## config.mk

```make
export PLATFORM = sky130hd
export DESIGN_NAME = simon_uart_sequencer
export DESIGN_NICKNAME = d
export VERILOG_FILES = /design/src/rtl/simon_uart_sequencer_pkg.sv /design/src/rtl/uart_block_packer.sv /design/src/rtl/simon_uart_sequencer.sv
export SDC_FILE = /design/constraint.sdc
export NUM_CORES = 1
export LEC_CHECK = 0
export ABC_CLOCK_PERIOD_IN_PS = 2700
export BUFFER_PORTS_ARGS = -buffer_cell sky130_fd_sc_hd__buf_2
export CELL_PAD_IN_SITES_DETAIL_PLACEMENT = 0
export CELL_PAD_IN_SITES_GLOBAL_PLACEMENT = 1
export CORE_UTILIZATION = 25
export CTS_CLUSTER_DIAMETER = 100
export CTS_CLUSTER_SIZE = 8
export DETAILED_ROUTE_END_ITERATION = 10
export HOLD_SLACK_MARGIN = 0.1
export PLACE_DENSITY_LB_ADDON = 0.25
export SYNTH_ARGS = -nofsm -noshare
export SYNTH_HDL_FRONTEND = slang
export SYNTH_HIERARCHICAL = 1
export SYNTH_SLANG_ARGS = --single-unit
```

## constraint.sdc

```tcl
create_clock -name clk_100MHz -period 2.7 [get_ports clk_100MHz]
set_input_delay 0.54 -clock clk_100MHz [delete_from_list [all_inputs] [get_ports clk_100MHz]]
set_output_delay 0.54 -clock clk_100MHz [all_outputs]
set_load 0.02 [all_outputs]
```

## src/rtl/simon_uart_sequencer_pkg.sv

```systemverilog
// Shared types and defaults for the UART-fed SIMON block sequencer.
package simon_uart_sequencer_pkg;
  localparam int BLOCK_BYTES_DEF  = 8;
  localparam int DONE_TIMEOUT_DEF = 1024;

  typedef enum logic [2:0] {
    IDLE, LOAD, WAIT_GO, START, CRYPT, UNLOAD
  } seq_state_t;
endpackage

```

## src/rtl/uart_block_packer.sv

```systemverilog
// Block register: packs RX bytes MSB-first, loads the cipher result, and shifts bytes out MSB-first.
module uart_block_packer
  import simon_uart_sequencer_pkg::*;
#(
  parameter int BLOCK_BYTES = BLOCK_BYTES_DEF
) (
  input  logic                     clk,
  input  logic                     rst_n,
  input  logic                     clear,
  input  logic                     load_byte,
  input  logic [7:0]               byte_in,
  input  logic                     load_word,
  input  logic [8*BLOCK_BYTES-1:0] word_in,
  input  logic                     shift_out,
  output logic [8*BLOCK_BYTES-1:0] word,
  output logic [7:0]               msb_byte
);
  localparam int W = 8 * BLOCK_BYTES;

  always_ff @(posedge clk or negedge rst_n) begin
    if (!rst_n)         word <= '0;
    else if (clear)     word <= '0;
    else if (load_word) word <= word_in;
    else if (load_byte) word <= {word[W-9:0], byte_in};
    else if (shift_out) word <= {word[W-9:0], 8'h00};
  end

  assign msb_byte = word[W-1 -: 8];
endmodule

```

## src/rtl/simon_uart_sequencer.sv

```systemverilog
// Sequencer: collects a block from the RX FIFO, runs it through the cipher core, drains it to the TX FIFO.
module simon_uart_sequencer
  import simon_uart_sequencer_pkg::*;
#(
  parameter int BLOCK_BYTES  = BLOCK_BYTES_DEF,
  parameter int AUTO_START   = 0,
  parameter int DONE_TIMEOUT = DONE_TIMEOUT_DEF
) (
  input  logic                     clk_100MHz,
  input  logic                     reset_n,
  input  logic                     go,
  input  logic                     rx_empty,
  input  logic [7:0]               rx_data,
  output logic                     rd_uart,
  input  logic                     tx_full,
  output logic [7:0]               tx_data,
  output logic                     wr_uart,
  output logic [8*BLOCK_BYTES-1:0] core_din,
  output logic                     core_start,
  input  logic [8*BLOCK_BYTES-1:0] core_dout,
  input  logic                     core_done,
  output logic                     busy,
  output logic                     block_ready,
  output logic                     err,
  output logic [7:0]               blk_cnt
);
  localparam int BW = $clog2(BLOCK_BYTES + 1);
  localparam int TW = $clog2(DONE_TIMEOUT + 1);
  localparam logic [BW-1:0] LAST_BYTE = BW'(BLOCK_BYTES - 1);
  localparam logic [TW-1:0] TMO_LAST  = TW'(DONE_TIMEOUT - 1);

  seq_state_t    state;
  logic [BW-1:0] byte_cnt;
  logic [TW-1:0] tmo_cnt;
  logic          pop, push, capture, timeout;

  // FWFT handshakes must be combinational so a byte is consumed in the cycle it is offered.
  assign pop     = (state == LOAD)   && !rx_empty;
  assign push    = (state == UNLOAD) && !tx_full;
  assign capture = (state == CRYPT)  && core_done;
  assign timeout = (state == CRYPT)  && !core_done && (tmo_cnt >= TMO_LAST);
  assign rd_uart = pop;
  assign wr_uart = push;

  uart_block_packer #(.BLOCK_BYTES(BLOCK_BYTES)) u_packer (
    .clk       (clk_100MHz),
    .rst_n     (reset_n),
    .clear     (timeout),
    .load_byte (pop),
    .byte_in   (rx_data),
    .load_word (capture),
    .word_in   (core_dout),
    .shift_out (push),
    .word      (core_din),
    .msb_byte  (tx_data)
  );

  // tmo_cnt counts cycles since core_start rose, so the START cycle is included in the budget.
  always_ff @(posedge clk_100MHz or negedge reset_n) begin
    if (!reset_n) begin
      state       <= IDLE;
      byte_cnt    <= '0;
      tmo_cnt     <= '0;
      blk_cnt     <= '0;
      err         <= 1'b0;
      core_start  <= 1'b0;
      busy        <= 1'b0;
      block_ready <= 1'b0;
    end else begin
      case (state)
        IDLE: begin
          state    <= LOAD;
          busy     <= 1'b1;
          byte_cnt <= '0;
        end
        LOAD: if (pop) begin
          if (byte_cnt == LAST_BYTE) begin
            byte_cnt <= '0;
            if (AUTO_START != 0) begin
              state      <= START;
              core_start <= 1'b1;
            end else begin
              state       <= WAIT_GO;
              block_ready <= 1'b1;
              busy        <= 1'b0;
            end
          end else begin
            byte_cnt <= byte_cnt + BW'(1);
          end
        end
        WAIT_GO: if (go) begin
          state       <= START;
          core_start  <= 1'b1;
          block_ready <= 1'b0;
          busy        <= 1'b1;
          err         <= 1'b0;
        end
        START: begin
          state      <= CRYPT;
          core_start <= 1'b0;
          tmo_cnt    <= TW'(1);
        end
        CRYPT: begin
          if (core_done) begin
            state <= UNLOAD;
          end else if (tmo_cnt >= TMO_LAST) begin
            state <= IDLE;
            busy  <= 1'b0;
            err   <= 1'b1;
          end else begin
            tmo_cnt <= tmo_cnt + TW'(1);
          end
        end
        UNLOAD: if (push) begin
          if (byte_cnt == LAST_BYTE) begin
            byte_cnt <= '0;
            state    <= IDLE;
            busy     <= 1'b0;
            blk_cnt  <= blk_cnt + 8'd1;
          end else begin
            byte_cnt <= byte_cnt + BW'(1);
          end
        end
        default: state <= IDLE;
      endcase
    end
  end
endmodule

```

==> Word level (Yosys, flattened, before mapping) <==
Index checks and enable logic that the tools add are counted.
{ "totals": {"reg_bits": 94, "in_bits": 78, "output_inout_bits": 86, "elab_cells": 86} }
{ "op_classes": {"add_sub_neg": 3, "n_lt_le_gt_ge": 1, "eq_ne": 15, "mux": 34, "reduce_logical": 24} }
{ "ops": {"columns": ["op", "n"], "rows": [
  ["two-way mux 64 bit", 4],
  ["two-way mux 11 bit", 2],
  ["case mux 11 bit (2 select lines)", 1],
  ["two-way mux 3 bit", 7],
  ["case mux 3 bit (6 select lines)", 1],
  ["two-way mux 4 bit", 3],
  ["case mux 4 bit (3 select lines)", 1],
  ["AND reduction 6 bit", 2],
  ["adder 11 x 1 -> 11 bit, second input constant", 1],
  ["greater-or-equal comparator 11 x 10 -> 1 bit, second input constant", 1],
  ["two-way mux 1 bit", 11],
  ["inequality test 2 bit, second input constant", 5],
  ["AND reduction 3 bit", 3],
  ["adder 8 x 1 -> 8 bit, second input constant", 1],
  ["AND reduction 4 bit", 2],
  ["nonzero test 2 bit", 4],
  ["equality test 3 x 2 -> 1 bit, second input constant", 2],
  ["equality test 3 bit, second input constant", 2],
  ["inequality test 2 x 1 -> 1 bit, second input constant", 3],
  ["case mux 1 bit (2 select lines)", 3],
  ["logical AND 1 bit", 5],
  ["case mux 1 bit (5 select lines)", 1],
  ["nonzero test 5 bit", 1],
  ["adder 4 x 1 -> 4 bit, second input constant", 1],
  ["8 further kinds", 10]
]} }

==> Longest topological paths before layout <==
{ "depth": {"ltp_word": 6, "depth_mapped": 10} }

==> Cells and area by module <==
Netlist, hierarchy kept.
{ "by_module_without_submodules": {"columns": ["module", "instances", "cells_each", "area_each_um2", "seq_area_each_um2"], "rows": [
  ["uart_block_packer", 1, 286, 3138.0, 1601.5],
  ["simon_uart_sequencer", 1, 164, 1619.1, 750.7]
]} }

==> Worst setup path after synthesis <==
OpenSTA, ideal clock, no wires.
{ "synth_timing": {"path_kind": "reg2reg", "from": "register state[1]", "to": "register u_packer.word[0]", "setup_ns": 0.127, "arrival_ns": 2.425, "required_ns": 2.573, "setup_slack_ns": 0.148, "stages_incl_launch_ff": 7, "cell_sequence": "dfrtp_1 clkbuf_1 nor4b_1 nor4_4 buf_2 a222oi_1 inv_1"} }
{ "synth_via": {"elab_chain_cells": 5, "word_cells_on_any_way": 12, "classes_between": "eq/ne (3); mux (3); reduce/logical (6)"} }
{ "synth_rtl": {"columns": ["item", "line_no", "source"], "rows": [
  ["start: declaration", "simon_uart_sequencer.sv:32", "seq_state_t state;"],
  ["start signal: assignment", "simon_uart_sequencer.sv:61", "state <= IDLE;"],
  ["start signal: assignment", "simon_uart_sequencer.sv:72", "state <= LOAD;"],
  ["start signal: assignment", "simon_uart_sequencer.sv:80", "state <= START;"],
  ["equality test 3 x 1 -> 1 bit *", "simon_uart_sequencer.sv:38", "assign pop = (state == LOAD) && !rx_empty;"],
  ["logical AND 1 bit *", "simon_uart_sequencer.sv:38", null],
  ["net rd_uart", "simon_uart_sequencer.sv:14", "output logic rd_uart,"],
  ["two-way mux 64 bit", "uart_block_packer.sv:24", "else if (load_byte) word <= {word[W-9:0], byte_in};"],
  ["two-way mux 64 bit", "uart_block_packer.sv:23", "else if (load_word) word <= word_in;"],
  ["two-way mux 64 bit", "uart_block_packer.sv:22", "else if (clear) word <= '0;"],
  ["end signal: assignment", "uart_block_packer.sv:23", null],
  ["end signal: assignment", "uart_block_packer.sv:24", null],
  ["end signal: assignment", "uart_block_packer.sv:25", "else if (shift_out) word <= {word[W-9:0], 8'h00};"],
  ["end: declaration", "uart_block_packer.sv:15", "output logic [8*BLOCK_BYTES-1:0] word,"]
]} }
Mark *: on every way through the listed nets, which the timed path passes. The rest lies on a longest branch.
A chain may end at the register's enable or synchronous reset.

==> Worst setup path in the final report <==
{ "layout_timing": {"from": "register tmo_cnt[5]", "to": "register u_packer.word[7]"} }
{ "layout_via": {"elab_chain_cells": 3, "word_cells_on_any_way": 4, "classes_between": "order compare (1); mux (1); reduce/logical (2)"} }
{ "layout_rtl": {"columns": ["item", "line_no", "source"], "rows": [
  ["start: declaration", "simon_uart_sequencer.sv:34", "logic [TW-1:0] tmo_cnt;"],
  ["start signal: assignment", "simon_uart_sequencer.sv:111", "tmo_cnt <= tmo_cnt + TW'(1);"],
  ["greater-or-equal comparator 11 x 10 -> 1 bit *", "simon_uart_sequencer.sv:41", "assign timeout = (state == CRYPT) && !core_done && (tmo_cnt >= TMO_LAST);"],
  ["logical AND 1 bit *", "simon_uart_sequencer.sv:41", null],
  ["net timeout", "simon_uart_sequencer.sv:35", "logic pop, push, capture, timeout;"],
  ["nonzero test 4 bit (no line) or two-way mux 64 bit (tied branches)", null, null]
]} }
Marks and branches as above.

==> qor.txt <==
Status: finished clean
Clock Sink Count: 94
Unique masters post-synth: 51
Layout Skew: 0.00636 ns
Worst Path Required: 2.92 ns
Vias per Instance: 4.77
Pwr Density: 1060 nW/um^2
Worst r2r src: tmo_cnt[5]$_DFFE_PN0P_
First-pass GRT wire length: 22400 um
Reg2Reg Setup Slack: 0.22 ns
Avg Synthesized Cell Area: 10.6 sq um
Post-route cell area: 6210 sq um
Final core utilization: 33.2%
Fillers: 1957
Main synth FF type: dfrtp_1
Core Area: 18700 sq um
Hpwl dp: 10000 um
LEAKAGE: 0.00300 uW
Die area: 19600 sq um
EDFF count, synth: 0
Startpoint types: flip-flop
Arrival @ worst endpoint: 2.70 ns
Post-Syn Area: 4760 sq um
GPL Wtd Cong: 0.804
Clock Tree Buf Depth: 2
Nets@finish: 693
# rows: 50
Max-slew violations: 0
Slew @ Worst Pin: 0.862 ns
Most frequent cells after synthesis: 94 x dfrtp_1, 70 x nand2_1, 59 x mux2i_1, 59 x o31ai_1, 18 x buf_2
Worst Setup End Kind: flip-flop
Cells after Synth: 450
Port Buffer Count: 163
Avg WL per Cell: 16.4 um
Placement Setup Slack: -0.285 ns
Hold Slack: 0.207 ns
Worst relative slew slack: 42.1%
Top-area cell type share of the netlist area: 49.4%
Layout cell share with drive strength beyond 1: 35.7%
Clock root buffer: clkbuf_16
Reg clk slew, reported paths: 0.07 ns
Largest net degree at the start of global routing: 99
I/O Pins: 164
N_diodes: 0
Highest Clock Rate: 0.403 GHz
Sequential area share after synthesis: 49.4%
RSZ-0062 raised after global routing: false
Vias: 4059
Worst-path maximum fanout: 59
Die height: 140 um
Post-Route WL: 14000 um
Part of the cycle the worst path needs: 92.0%
Final Power: 6580 uW
Count leader, synth: dfrtp_1
Die W: 140 um
Tightest Hold Check Type: input port to asynchronous set/reset pin
Setup violators final: 0
Initial Util: 25.4%
Number of max-cap violations: 0
Async SR Flop Fraction: 100%
Syn Nets: 531
FF-to-FF path depth: 7
CTS buffer count: 9
Post-DP Area: 5880 sq um
Post-synth top area cell: dfrtp_1
Grt ovf: 0
Critical path type: flip-flop to flip-flop
Post-CTS Hold Buffers: 0
Total Routing Usage GR: 14.6%
Initial DRC count: 223
Routed Antenna Nets: 0
Post-layout minimum cycle time: 2.48 ns
Worst-Skew Late Latency: 0.35 ns
Worst setup path start: tmo_cnt[5]$_DFFE_PN0P_
#FFs+latches synth: 94
Area Overhead vs Synth: 30.5%
TritonCTS clock tree: built
Vias in the first global route: 4003
DRC viols: 0
Synth Warn #: 6
R2R Path End: u_packer/word[7]$_DFFE_PN0P_
CTS H-tree depth: 3
Critical Path End: u_packer/word[7]$_DFFE_PN0P_
Final hold vios: 0
Largest vdd supply drop: 500 uV
Initial antenna violation count: 0
Setup WS post-layout: 0.216 ns
DRT Pass-1 Iters: 5
Top cells by area, synth: dfrtp_1 49%, mux2i_1 12%, o31ai_1 9.3%, nand2_1 5.5%, buf_2 1.9%
[kinds of logic (layout without fill, tap and decap cells)]
group           Yosys count  count (layout)  share of synthesized area, %
compound gates          102             102                          16.3
xor+xnor                  8               8                          1.47
fa+ha+maj                 3               3                         0.789
buf+inv                  57             223                          6.00
flops                    94              94                          49.4
mux                      62              62                          13.1
simple gates            124             125                          12.9
[area by class of cell]
| class | count | area (sq um) | share of cell area [%] |
|---|---|---|---|
| clock buffer | 10 | 239 | 3.85 |
| clock inverter | 6 | 61.3 | 0.988 |
| inverter | 15 | 56.3 | 0.907 |
| multi-input combinational | 300 | 2140 | 34.5 |
| sequential | 94 | 2350 | 37.9 |
| tap | 234 | 293 | 4.72 |
| timing repair buffer | 192 | 1060 | 17.2 |
[where the power goes]
part / switching [uW] / internal [uW] / total, uW
Clock: 568 / 741 / 1310
Combinational: 1820 / 1130 / 2950
Sequential: 425 / 1900 / 2330
Total: 2810 / 3770 / 6580
[how the worst min path moves through the flow]
stage / from / endpoint / slack (ns) / cells after the start
final: reset_n / u_packer/word[45]$_DFFE_PN0P_ / 0.21 / 1
after global routing: reset_n / u_packer/word[45]$_DFFE_PN0P_ / 0.26 / 1
after CTS: reset_n / u_packer/word[45]$_DFFE_PN0P_ / 0.24 / 1
after detailed placement: blk_cnt[7]$_DFFE_PN0P_ / blk_cnt[7]$_DFFE_PN0P_ / 0.47 / 1
after global placement: blk_cnt[7]$_DFFE_PN0P_ / blk_cnt[7]$_DFFE_PN0P_ / 0.46 / 1
after floorplan: reset_n / blk_cnt[0]$_DFFE_PN0P_ / 0.24 / 0
[cells in the final DEF (no fill, tap or decap), types with 3 or more instances in the layout]
cell type | synthesis | routed
a21oi_1 | 11 | 11
a222oi_1 | 8 | 8
buf_2 | 18 | 162
buf_4 | 9 | 27
clkbuf_16 | 0 | 9
clkinv_2 | 0 | 3
dfrtp_1 | 94 | 94
ha_1 | 3 | 3
inv_1 | 15 | 15
mux2_2 | 3 | 3
mux2i_1 | 59 | 59
nand2_1 | 70 | 70
nand3_1 | 11 | 11
nand4_1 | 4 | 4
nor2_1 | 11 | 10
nor2b_1 | 4 | 4
nor3_1 | 5 | 5
o21ai_0 | 7 | 7
o31ai_1 | 59 | 59
or4_1 | 3 | 3
xnor2_1 | 5 | 5
xor2_1 | 3 | 3
[routing by layer]
layer	wire [um]	up-vias	GRT usage [%]	share of wire (%)
met5	0	-	0	0
li1	-	1967	-	-
met2	6690	110	23.4	48
met4	184	0	5.26	1.3
met3	639	10	3.18	4.6
met1	6480	1972	19.4	46
[per-stage QoR]
stage	setup TNS (ns)	cells
CTS	0	850
floorplan	0	450
global route	0	851
detailed placement	-12.92	833
global placement	-10.19	833
finish	0	851
[flip-flops by register name, summed over array words and instances, names as in the netlist]
name           cells
block_ready        1
blk_cnt            8
busy               1
state              3
err                1
byte_cnt           4
tmo_cnt           11
u_packer/word     64
core_start         1
[repair_timing]
action                                 in CTS  in global routing
setup endpoints to repair                  49                 49
gates resized for setup                     1                  0
buffers inserted                            0                  1
gates cloned                                1                  0
endpoints found under the hold margin       0                  0
pin swaps                                   1                  1
[worst max-delay path: stages, from the launching register on]
cell      delay, ns
dfrtp_1        0.45
nand4_4        0.13
o41ai_4        0.36
and3_2         0.30
buf_6          0.40
nor2b_1        0.26
a222oi_1       0.34
inv_1          0.09
(Power assumes the default switching activity.)
